File: src/rtl/rip_fetch.sv
// Instruction fetch stage: owns the fetch PC, issues reads to a 1-cycle synchronous
// instruction memory, parks a returned word across stalls and squashes it on redirect.
module rip_fetch #(
   parameter logic [31:0] RESET_PC = 32'h0000_0000,
   parameter logic [31:0] NOP_INST = 32'h0000_0013
) (
   input  logic        clk,
   input  logic        rst_n,
   input  logic        stall,
   input  logic        redirect,
   input  logic [31:0] redirect_pc,
   output logic        imem_en,
   output logic [31:0] imem_addr,
   input  logic [31:0] imem_rdata,
   output logic [31:0] inst_code,
   output logic [31:0] if_pc,
   output logic        de_ready,
   output logic [31:0] fetch_count
);

   logic [31:0] pc;
   logic        req_valid;
   logic [31:0] req_pc;
   logic        hold_valid;
   logic [31:0] hold_inst;
   logic [31:0] hold_pc;
   logic [31:0] count_q;

   logic        issue;
   logic [31:0] issue_addr;
   logic        src_valid;
   logic [31:0] src_inst;
   logic [31:0] src_pc;
   logic        capture;

   // Redirect wins over stall: the new target must be requested even while decode is frozen.
   assign issue      = rst_n & (redirect | ~stall);
   assign issue_addr = redirect ? (redirect_pc & ~32'h0000_0003) : pc;

   // A parked word is always older than anything returning from memory, so it goes first.
   always_comb begin
      // NOTE: every always_comb output gets a default first so no path infers a latch.
      src_valid = 1'b0;
      src_inst  = NOP_INST;
      src_pc    = pc;
      if (hold_valid) begin
         src_valid = 1'b1;
         src_inst  = hold_inst;
         src_pc    = hold_pc;
      end else if (req_valid) begin
         src_valid = 1'b1;
         src_inst  = imem_rdata;
         src_pc    = req_pc;
      end
   end

   assign capture = ~redirect & stall & req_valid & ~hold_valid;

   assign imem_en     = issue;
   assign imem_addr   = issue_addr;
   assign inst_code   = rst_n ? src_inst : NOP_INST;
   assign if_pc       = rst_n ? src_pc : 32'h0000_0000;
   assign de_ready    = rst_n & src_valid & ~stall & ~redirect;
   assign fetch_count = count_q;

   // Control state: synchronous active-low reset.
   always_ff @(posedge clk) begin
      // NOTE: sequential state uses non-blocking assignments so all registers update together.
      if (!rst_n) begin
         pc         <= RESET_PC;
         req_valid  <= 1'b0;
         hold_valid <= 1'b0;
         count_q    <= 32'h0000_0000;
      end else begin
         if (issue) begin
            req_valid <= 1'b1;
            pc        <= issue_addr + 32'd4;
         end else begin
            req_valid <= 1'b0;
         end

         if (redirect || !stall) begin
            hold_valid <= 1'b0;
         end else if (capture) begin
            hold_valid <= 1'b1;
         end

         if (de_ready) begin
            count_q <= count_q + 32'd1;
         end
      end
   end

   // NOTE: datapath registers carry no reset; their valid flags above gate every use.
   always_ff @(posedge clk) begin
      if (issue) begin
         req_pc <= issue_addr;
      end
      if (capture) begin
         hold_inst <= imem_rdata;
         hold_pc   <= req_pc;
      end
   end

endmodule
File: config.mk
export PLATFORM = sky130hd
export DESIGN_NAME = rip_fetch
export DESIGN_NICKNAME = d
export VERILOG_FILES = /design/src/rtl/rip_fetch.sv
export SDC_FILE = /design/constraint.sdc
export NUM_CORES = 1
export LEC_CHECK = 0
export CAP_MARGIN = 10
export CORE_UTILIZATION = 51
export CTS_BUF_LIST = sky130_fd_sc_hd__clkbuf_8
export DETAILED_ROUTE_END_ITERATION = 8
export PLACE_DENSITY = 0.82
export SETUP_SLACK_MARGIN = 0.2
export SLEW_MARGIN = 25
export SYNTH_ARGS = -nofsm -noshare
export SYNTH_HDL_FRONTEND = slang
export SYNTH_SLANG_ARGS = --single-unit
File: constraint.sdc
create_clock -name clk -period 5.7 [get_ports clk]
set_input_delay 0.855 -clock clk [delete_from_list [all_inputs] [get_ports clk]]
set_output_delay 0.855 -clock clk [all_outputs]
set_load 0.005 [all_outputs]
After elaboration in Yosys (flattened, before gate mapping)
Cells that the tools add are included.
{ "word_totals": {"reg_bits": 162, "elab_cells": 34} }
{ "classes": {"n_addsub": 2, "muxes": 10, "bitwise": 12, "reduce_logical": 3} }
{ "ops": {"columns": ["cell", "count"], "rows": [
  ["two-way mux 32 bit", 7],
  ["adder 32 x 1 -> 32 bit, second input constant", 1],
  ["adder 32 x 3 -> 32 bit, second input constant", 1],
  ["bitwise AND 1 bit", 7],
  ["inverter 1 bit", 4],
  ["two-way mux 1 bit", 3],
  ["OR reduction 2 bit", 1],
  ["logical NOT 1 bit", 1],
  ["logical OR 1 bit", 1],
  ["bitwise OR 1 bit", 1]
]} }

Longest topological paths before layout
Gate-level depths: netlist of the first run.
{ "depth": {"word_depth": 5, "ltp_mapped": 12, "depth_no_buf": 7} }

Worst setup path after synthesis of the first run
Ideal clock, no wire load.
{ "synth_timing": {"kind": "in2reg", "from": "input redirect", "to": "register hold_inst[0] (enable)", "arrival_ns": 4.120, "required_ns": 5.213, "slack_ns": 1.093, "path_stages": 5, "n_path_buf": 3, "path_cell_list": "buf_6 buf_6 buf_4 nand2b_1 nor2_1"} }
{ "synth_via": {"elab_chain_cells": 4} }
{ "synth_rtl": {"columns": ["item", "line", "source"], "rows": [
  ["start, declared", "10", "input logic redirect,"],
  ["inverter 1 bit", "57", "assign capture = ~redirect & stall & req_valid & ~hold_valid;"],
  ["bitwise AND 1 bit (3 in series)", "57", null],
  ["named net capture", "34", "logic capture;"],
  ["end signal, assigned", "100", "hold_inst <= imem_rdata;"],
  ["end, declared", "25", "logic [31:0] hold_inst;"]
]} }
The timed path passes the listed nets, and every way through them passes these cells.
A chain may end at the register's enable or synchronous reset.

Final worst setup path of the first run
{ "layout_timing": {"from": "input rst_n", "to": "output if_pc[0]"} }
{ "layout_via": {"elab_chain_cells": 1} }
{ "layout_rtl": {"columns": ["item", "line", "source"], "rows": [
  ["start, declared", "8", "input logic rst_n,"],
  ["two-way mux 32 bit", "62", "assign if_pc = rst_n ? src_pc : 32'h0000_0000;"],
  ["end, declared", "16", "output logic [31:0] if_pc,"]
]} }
No other way between the ends.

==> results of run 1 <==
cell families after synthesis:
kind of cell    count (synthesis)  share of synthesized area, %
mux                            66                          8.74
simple gates                  300                          19.2
xor+xnor                       38                          4.20
buf+inv                        60                          3.47
flops                         162                          53.0
compound gates                126                          11.1
fa+ha+maj                       2                         0.315
Yosys cell counts (7+ instances only):
cell	instances
nand2_1	49
and3_1	12
o21ai_0	18
a32o_1	8
nand3b_1	9
clkbuf_1	34
a22oi_1	33
nor4_1	10
mux2_2	26
dfxtp_1	66
mux2i_1	40
xnor2_1	28
nand4_1	18
nor3_1	10
buf_2	7
nand3_1	34
inv_1	10
edfxtp_1	96
nor2_1	123
xor2_1	10
a21oi_1	39
sequential cells by signal, summed over array words and instances (netlist names):
register,cells
hold_inst,32
hold_valid,1
req_valid,1
req_pc,32
hold_pc,32
fetch_count,32
pc,32
power by group:
part	leakage (µW)	internal [µW]	total (µW)	switching (µW)
sequential	0.00144	1290	1330	39.3
combinational	0.00211	195	364	169
clock	0.000201	438	876	438
total	0.00374	1920	2570	646
metal layers:
layer,global-route usage (%),vias to the layer above
li1,-,3121
met1,31.1,3122
met2,42.0,224
met3,4.81,32
met4,9.80,0
met5,0,-
stage by stage:
stage	std cells	hold WS [ps]	instance area [µm²]	util, %
2_1_floorplan	754	426	7930	-
3_3_place_gp	1097	427	9980	65.6
3_5_place_dp	1097	434	9980	65.6
4_1_cts	1129	455	10400	68.4
5_1_grt	1129	459	10400	68.4
6_report	1129	456	10400	68.4
final cells by class:
type                    instances  area [µm²]
clock buffers                  17         234
inverters                      11        41.3
well taps                     188         235
multi-input cells             532        3460
flip-flops and latches        162        4210
repair buffers                204        2030
clock inverters                15         181
fillers                      1197        4810
worst min path at each step:
stage                    start          end  slack, ps
floorplan            req_pc[0]   hold_pc[0]        430
global route        req_pc[25]  hold_pc[25]        460
detailed placement  req_pc[25]  hold_pc[25]        430
finish               req_pc[9]   hold_pc[9]        460
global placement    req_pc[30]  hold_pc[30]        430
CTS                 req_pc[25]  hold_pc[25]        460
==> results.sh, run 1 <==
export IMPL_place_ws_ps=1770
export IMPL_cts_resized=0
export IMPL_die_area_um2=16100
export IMPL_timing_rr_end="fetch_count[18]"
export IMPL_avgSynthCellArea_um2=10.5
export IMPL_post_cts_buffers=0
export IMPL_ctsHoldBuffers=0
export IMPL_yosysUniqueCellTypes=57
export IMPL_ys_seq_area_share_pct=53.0
export IMPL_num_rows=45
export IMPL_regToRegSetupSlack_ps=2970
export IMPL_cap_violations=0
export IMPL_cp_slowest_stage_delay_ps=690
export IMPL_drt_iter0_drc=468
export IMPL_crit_start="rst_n"
export IMPL_fin_tns_setup_ps=0
export IMPL_cts_sinks=162
export IMPL_critical_path_endpoint="if_pc[0]"
export IMPL_worstPathRequired_ps=4850
export IMPL_crit_path_end_kind="output pin"
export IMPL_yosys_warnings=0
export IMPL_relSlewSlack_pct=34.2
export IMPL_grt_setup_unrepaired="false"
export IMPL_antenna_cells=0
export IMPL_reg2reg_depth=5
export IMPL_drt_vias_per_instance=5.76
export IMPL_vdd_drop_max_v=0.000165
export IMPL_arrival_ps=3090
export IMPL_setup_viol=0
export IMPL_gp_congestion=0.846
export IMPL_worstPathMaxFanout=52
export IMPL_dpl_hpwl_um=13100
export IMPL_layout_commonest_cell="clkdlybuf4s50_1"
export IMPL_avgRoutedWirePerCell_um=17.3
export IMPL_r2r_start="hold_valid"
export IMPL_p_leak_uw=0.00374
export IMPL_critPathBufInv=4
export IMPL_antenna_found_initial=0
export IMPL_clockBufferDepth=2
export IMPL_syn_cell_area_um2=7930
export IMPL_area_growth_pct=31.0
export IMPL_crit_chain="clkdlybuf4s50_1, inv_2, buf_12, nor2_1, clkdlybuf4s50_1"
export IMPL_top_layer_used="met4"
export IMPL_synthTopCellsByArea="edfxtp_1 (36%), dfxtp_1 (17%), nor2_1 (5.8%)"
export IMPL_crit_slowest_cell="inv_2"
export IMPL_synth_edf_count=96
export IMPL_dr_wl_met2_um=9390
export IMPL_pin_count=198
export IMPL_grt_pass1_wl_um=31200
export IMPL_start_kind="input pin"
export IMPL_grt_pass1_vias=6138
export IMPL_root_buffer="clkbuf_8"
export IMPL_start_util_pct=52.2
export IMPL_cpMostUsedCell="clkdlybuf4s50_1"
export IMPL_syn_nets=824
export IMPL_path_delay_family="buffers and inverters"
export IMPL_status="finished clean"
export IMPL_cts_tree="built"
export IMPL_mostFrequentLayoutCells="clkdlybuf4s50_1 (194), nor2_1 (122), edfxtp_1 (96), dfxtp_1 (64), nand2_1 (49)"
export IMPL_slew_viol_final=0
export IMPL_period_needed_ps=3940
export IMPL_cts_clk_slew_worst_paths_ps=90
export IMPL_ys_ff_latch=162
export IMPL_period_share_pct=69.2
export IMPL_drc=0
export IMPL_syn_inst=754
export IMPL_drt_pass1_iter_count=5
export IMPL_hold_depth=0
export IMPL_die_w_um=127
export IMPL_p_per_area_nw_per_um2=247
export IMPL_hold_path_class="reg -> reg"
export IMPL_synth_ff_type="edfxtp_1"
export IMPL_max_freq_mhz=254
export IMPL_port_buffers=195
export IMPL_wirelength_met1_um=8600
export IMPL_cts_htree_levels=4
export IMPL_grtUsageTotal_pct=24.7
export IMPL_totalWireLength_um=19500
export IMPL_vias=6499
export IMPL_worst_slew_pin_slew_ps=987
export IMPL_routed_wl_met3_um=1110
export IMPL_p_total_uw=2570
export IMPL_finalNetCount=998
export IMPL_synth_top_area_share_pct=36.3
export IMPL_grt_max_degree=97
export IMPL_hold_violations=0
export IMPL_worst_slack_ps=1760
export IMPL_crit_cells=5
export IMPL_yosys_area_top_type="edfxtp_1"
export IMPL_async_reset_ff_share_pct=0
export IMPL_clkLatencyLatePin_ps=460
export IMPL_cts_buffers=17
export IMPL_coreArea_um2=15200
export IMPL_critPathKind="in -> out"
export IMPL_grt_overflow_total=0
export IMPL_drtAntennaViolNets=0
export IMPL_clock_skew_ps=17.3
export IMPL_die_h_um=127
export IMPL_post_route_cells_drive_above_1_share_pct=9.88
(Power assumes the default switching activity.)
==> run 2, diff against run 1 <==
Settings changed: CORE_UTILIZATION 51 to 46, PLACE_DENSITY 0.82 to 0.78.
Clock period 5.7 ns to 3.55 ns, I/O delays scaled along.
==> run 2 against run 1 <==
  * First-iteration DRC count grew 1.7%
  * Final cell count grew 3.4%
  * Power grew 60%
  * Clock skew shrank 3.0 ps
  * Clock power grew 58%
  * Critical path depth shrank 1
  * Die area grew 11%
  * Worst hold slack lost 3.5 ps
  * Sequential share of layout area shrank 0.34 points
  * Clock-buffer cell count grew 1
  * Flip-flop and latch count is the same
  * Critical path type is now reg -> out
  * Largest power group unchanged
==> results.sh, run 2 (synthesis results as in run 1) <==
export IMPL_avgRoutedWirePerCell_um=17.4
export IMPL_grt_pass1_vias=6222
export IMPL_critPathKind="reg -> out"
export IMPL_num_rows=47
export IMPL_worstPathRequired_ps=3020
export IMPL_worst_slew_pin_slew_ps=638
export IMPL_crit_chain="buf_4, a22oi_1, nor2_1, clkdlybuf4s50_1"
export IMPL_reg2reg_depth=7
export IMPL_finalNetCount=1004
export IMPL_die_h_um=133
export IMPL_final_cells=1167
export IMPL_drt_vias_per_instance=5.52
export IMPL_grt_setup_unrepaired="false"
export IMPL_p_total_uw=4110
export IMPL_crit_start="hold_valid"
export IMPL_vias=6437
export IMPL_arrival_ps=2400
export IMPL_antenna_cells=0
export IMPL_cap_violations=0
export IMPL_grt_max_degree=70
export IMPL_dp_cells=1135
export IMPL_mostFrequentLayoutCells="clkdlybuf4s50_1 (194), nor2_1 (122), edfxtp_1 (96), dfxtp_1 (64), nand2_1 (49)"
export IMPL_worstPathMaxFanout=45
export IMPL_vdd_drop_max_v=0.000213
export IMPL_layout_commonest_cell="clkdlybuf4s50_1"
export IMPL_post_cts_buffers=0
export IMPL_cts_htree_levels=4
export IMPL_area_growth_pct=32.1
export IMPL_coreArea_um2=16700
export IMPL_period_share_pct=82.6
export IMPL_totalWireLength_um=20300
export IMPL_max_freq_mhz=341
export IMPL_start_util_pct=47.5
export IMPL_grt_pass1_wl_um=32500
export IMPL_pin_count=198
export IMPL_crit_slowest_cell="dfxtp_4"
export IMPL_drtAntennaViolNets=0
export IMPL_p_leak_uw=0.00380
export IMPL_die_area_um2=17800
export IMPL_setup_viol=0
export IMPL_p_sw_uw=1020
export IMPL_fin_tns_setup_ps=0
export IMPL_hold_violations=0
export IMPL_cts_tree="built"
export IMPL_cts_clk_slew_worst_paths_ps=80
export IMPL_post_route_cells_drive_above_1_share_pct=10.1
export IMPL_relSlewSlack_pct=57.4
export IMPL_cts_sinks=162
export IMPL_antenna_found_initial=0
export IMPL_p_per_area_nw_per_um2=392
export IMPL_cp_slowest_stage_delay_ps=670
export IMPL_pwr_share_clk_pct=33.5
export IMPL_grtUsageTotal_pct=23.3
export IMPL_slew_viol_final=0
export IMPL_grt_overflow_total=0
export IMPL_drt_iter0_drc=476
export IMPL_cts_buffers=17
export IMPL_status="finished clean"
export IMPL_worst_slack_ps=618
export IMPL_start_kind="flop"
export IMPL_dpl_hpwl_um=13500
export IMPL_p_sw_share_pct=24.7
export IMPL_utilization_pct=62.7
export IMPL_port_buffers=195
export IMPL_pwr_share_seq_pct=51.9
export IMPL_period_needed_ps=2930
export IMPL_clkLatencyLatePin_ps=480
export IMPL_holdCritStartpoint="req_pc[22]"
export IMPL_root_buffer="clkbuf_8"
export IMPL_place_ws_ps=408
export IMPL_die_w_um=133
export IMPL_clock_skew_ps=14.3
export IMPL_clockBufferDepth=2
export IMPL_drt_pass1_iter_count=5
export IMPL_r2r_start="pc[2]"
export IMPL_gp_congestion=0.842
export IMPL_p_comb_share_pct=14.6
export IMPL_internal_power_uw=3090
export IMPL_crit_path_end_kind="output pin"
export IMPL_cts_resized=0
export IMPL_drc=0
export IMPL_hold_depth=0
export IMPL_hold_path_class="reg -> reg"
export IMPL_ctsHoldBuffers=0
-- run 2: cell types whose count changed in the layout (fill, tap and decap cells not counted), sizes merged --
cell and change:
buf +6, clkbuf +1, clkinvlp -4, clkinv +1, inv +2
-- run 2: path summary, 6_finish.rpt --
path | slack (ps) | endpoint
worst min-delay path | 450 | hold_pc[22]
worst min register to register | 450 | hold_pc[22]
worst max register to register | 950 | pc[26]
worst max-delay path | 620 | inst_code[18]
-- run 2: area by class of cell --
| cell class | instances | area [µm²] |
|---|---|---|
| Clock buffer | 18 | 248 |
| Clock inverter | 14 | 145 |
| Fill cell | 1384 | 6220 |
| Inverter | 11 | 41.3 |
| Multi-Input combinational cell | 532 | 3460 |
| Sequential cell | 162 | 4210 |
| Tap cell | 220 | 275 |
| Timing Repair Buffer | 210 | 2100 |
-- run 2: metrics by stage --
stage | hold slack [ps] | cell area (µm²)
global route | 458 | 10500
floorplan | 426 | 7940
CTS | 453 | 10500
finish | 452 | 10500
detailed placement | 433 | 10100
global placement | 427 | 10100
-- run 2: power groups by stage --
stage / Clock (µW) / Combinational (µW) / Sequential [µW]
after floorplan: 0 / 299 / 2160
after global placement: 0 / 591 / 2170
after detailed placement: 0 / 599 / 2180
after CTS: 1400 / 603 / 2130
after global routing: 1470 / 655 / 2140
final: 1380 / 600 / 2130
-- run 2: routing by layer --
metal / up-vias / global-route usage (%) / wire [µm]
met5: - / 0 / 0
met4: 0 / 9.53 / 430
met3: 36 / 4.95 / 1270
met2: 227 / 37.9 / 9630
met1: 3035 / 30.3 / 8930
li1: 3139 / - / -
-- run 2: worst max-delay path: cells and delay by family, from the launching register on --
kind / cells / cell delay [ps]
buf+inv: 2 / 920
flops: 1 / 670
compound gates: 1 / 160
simple gates: 1 / 160
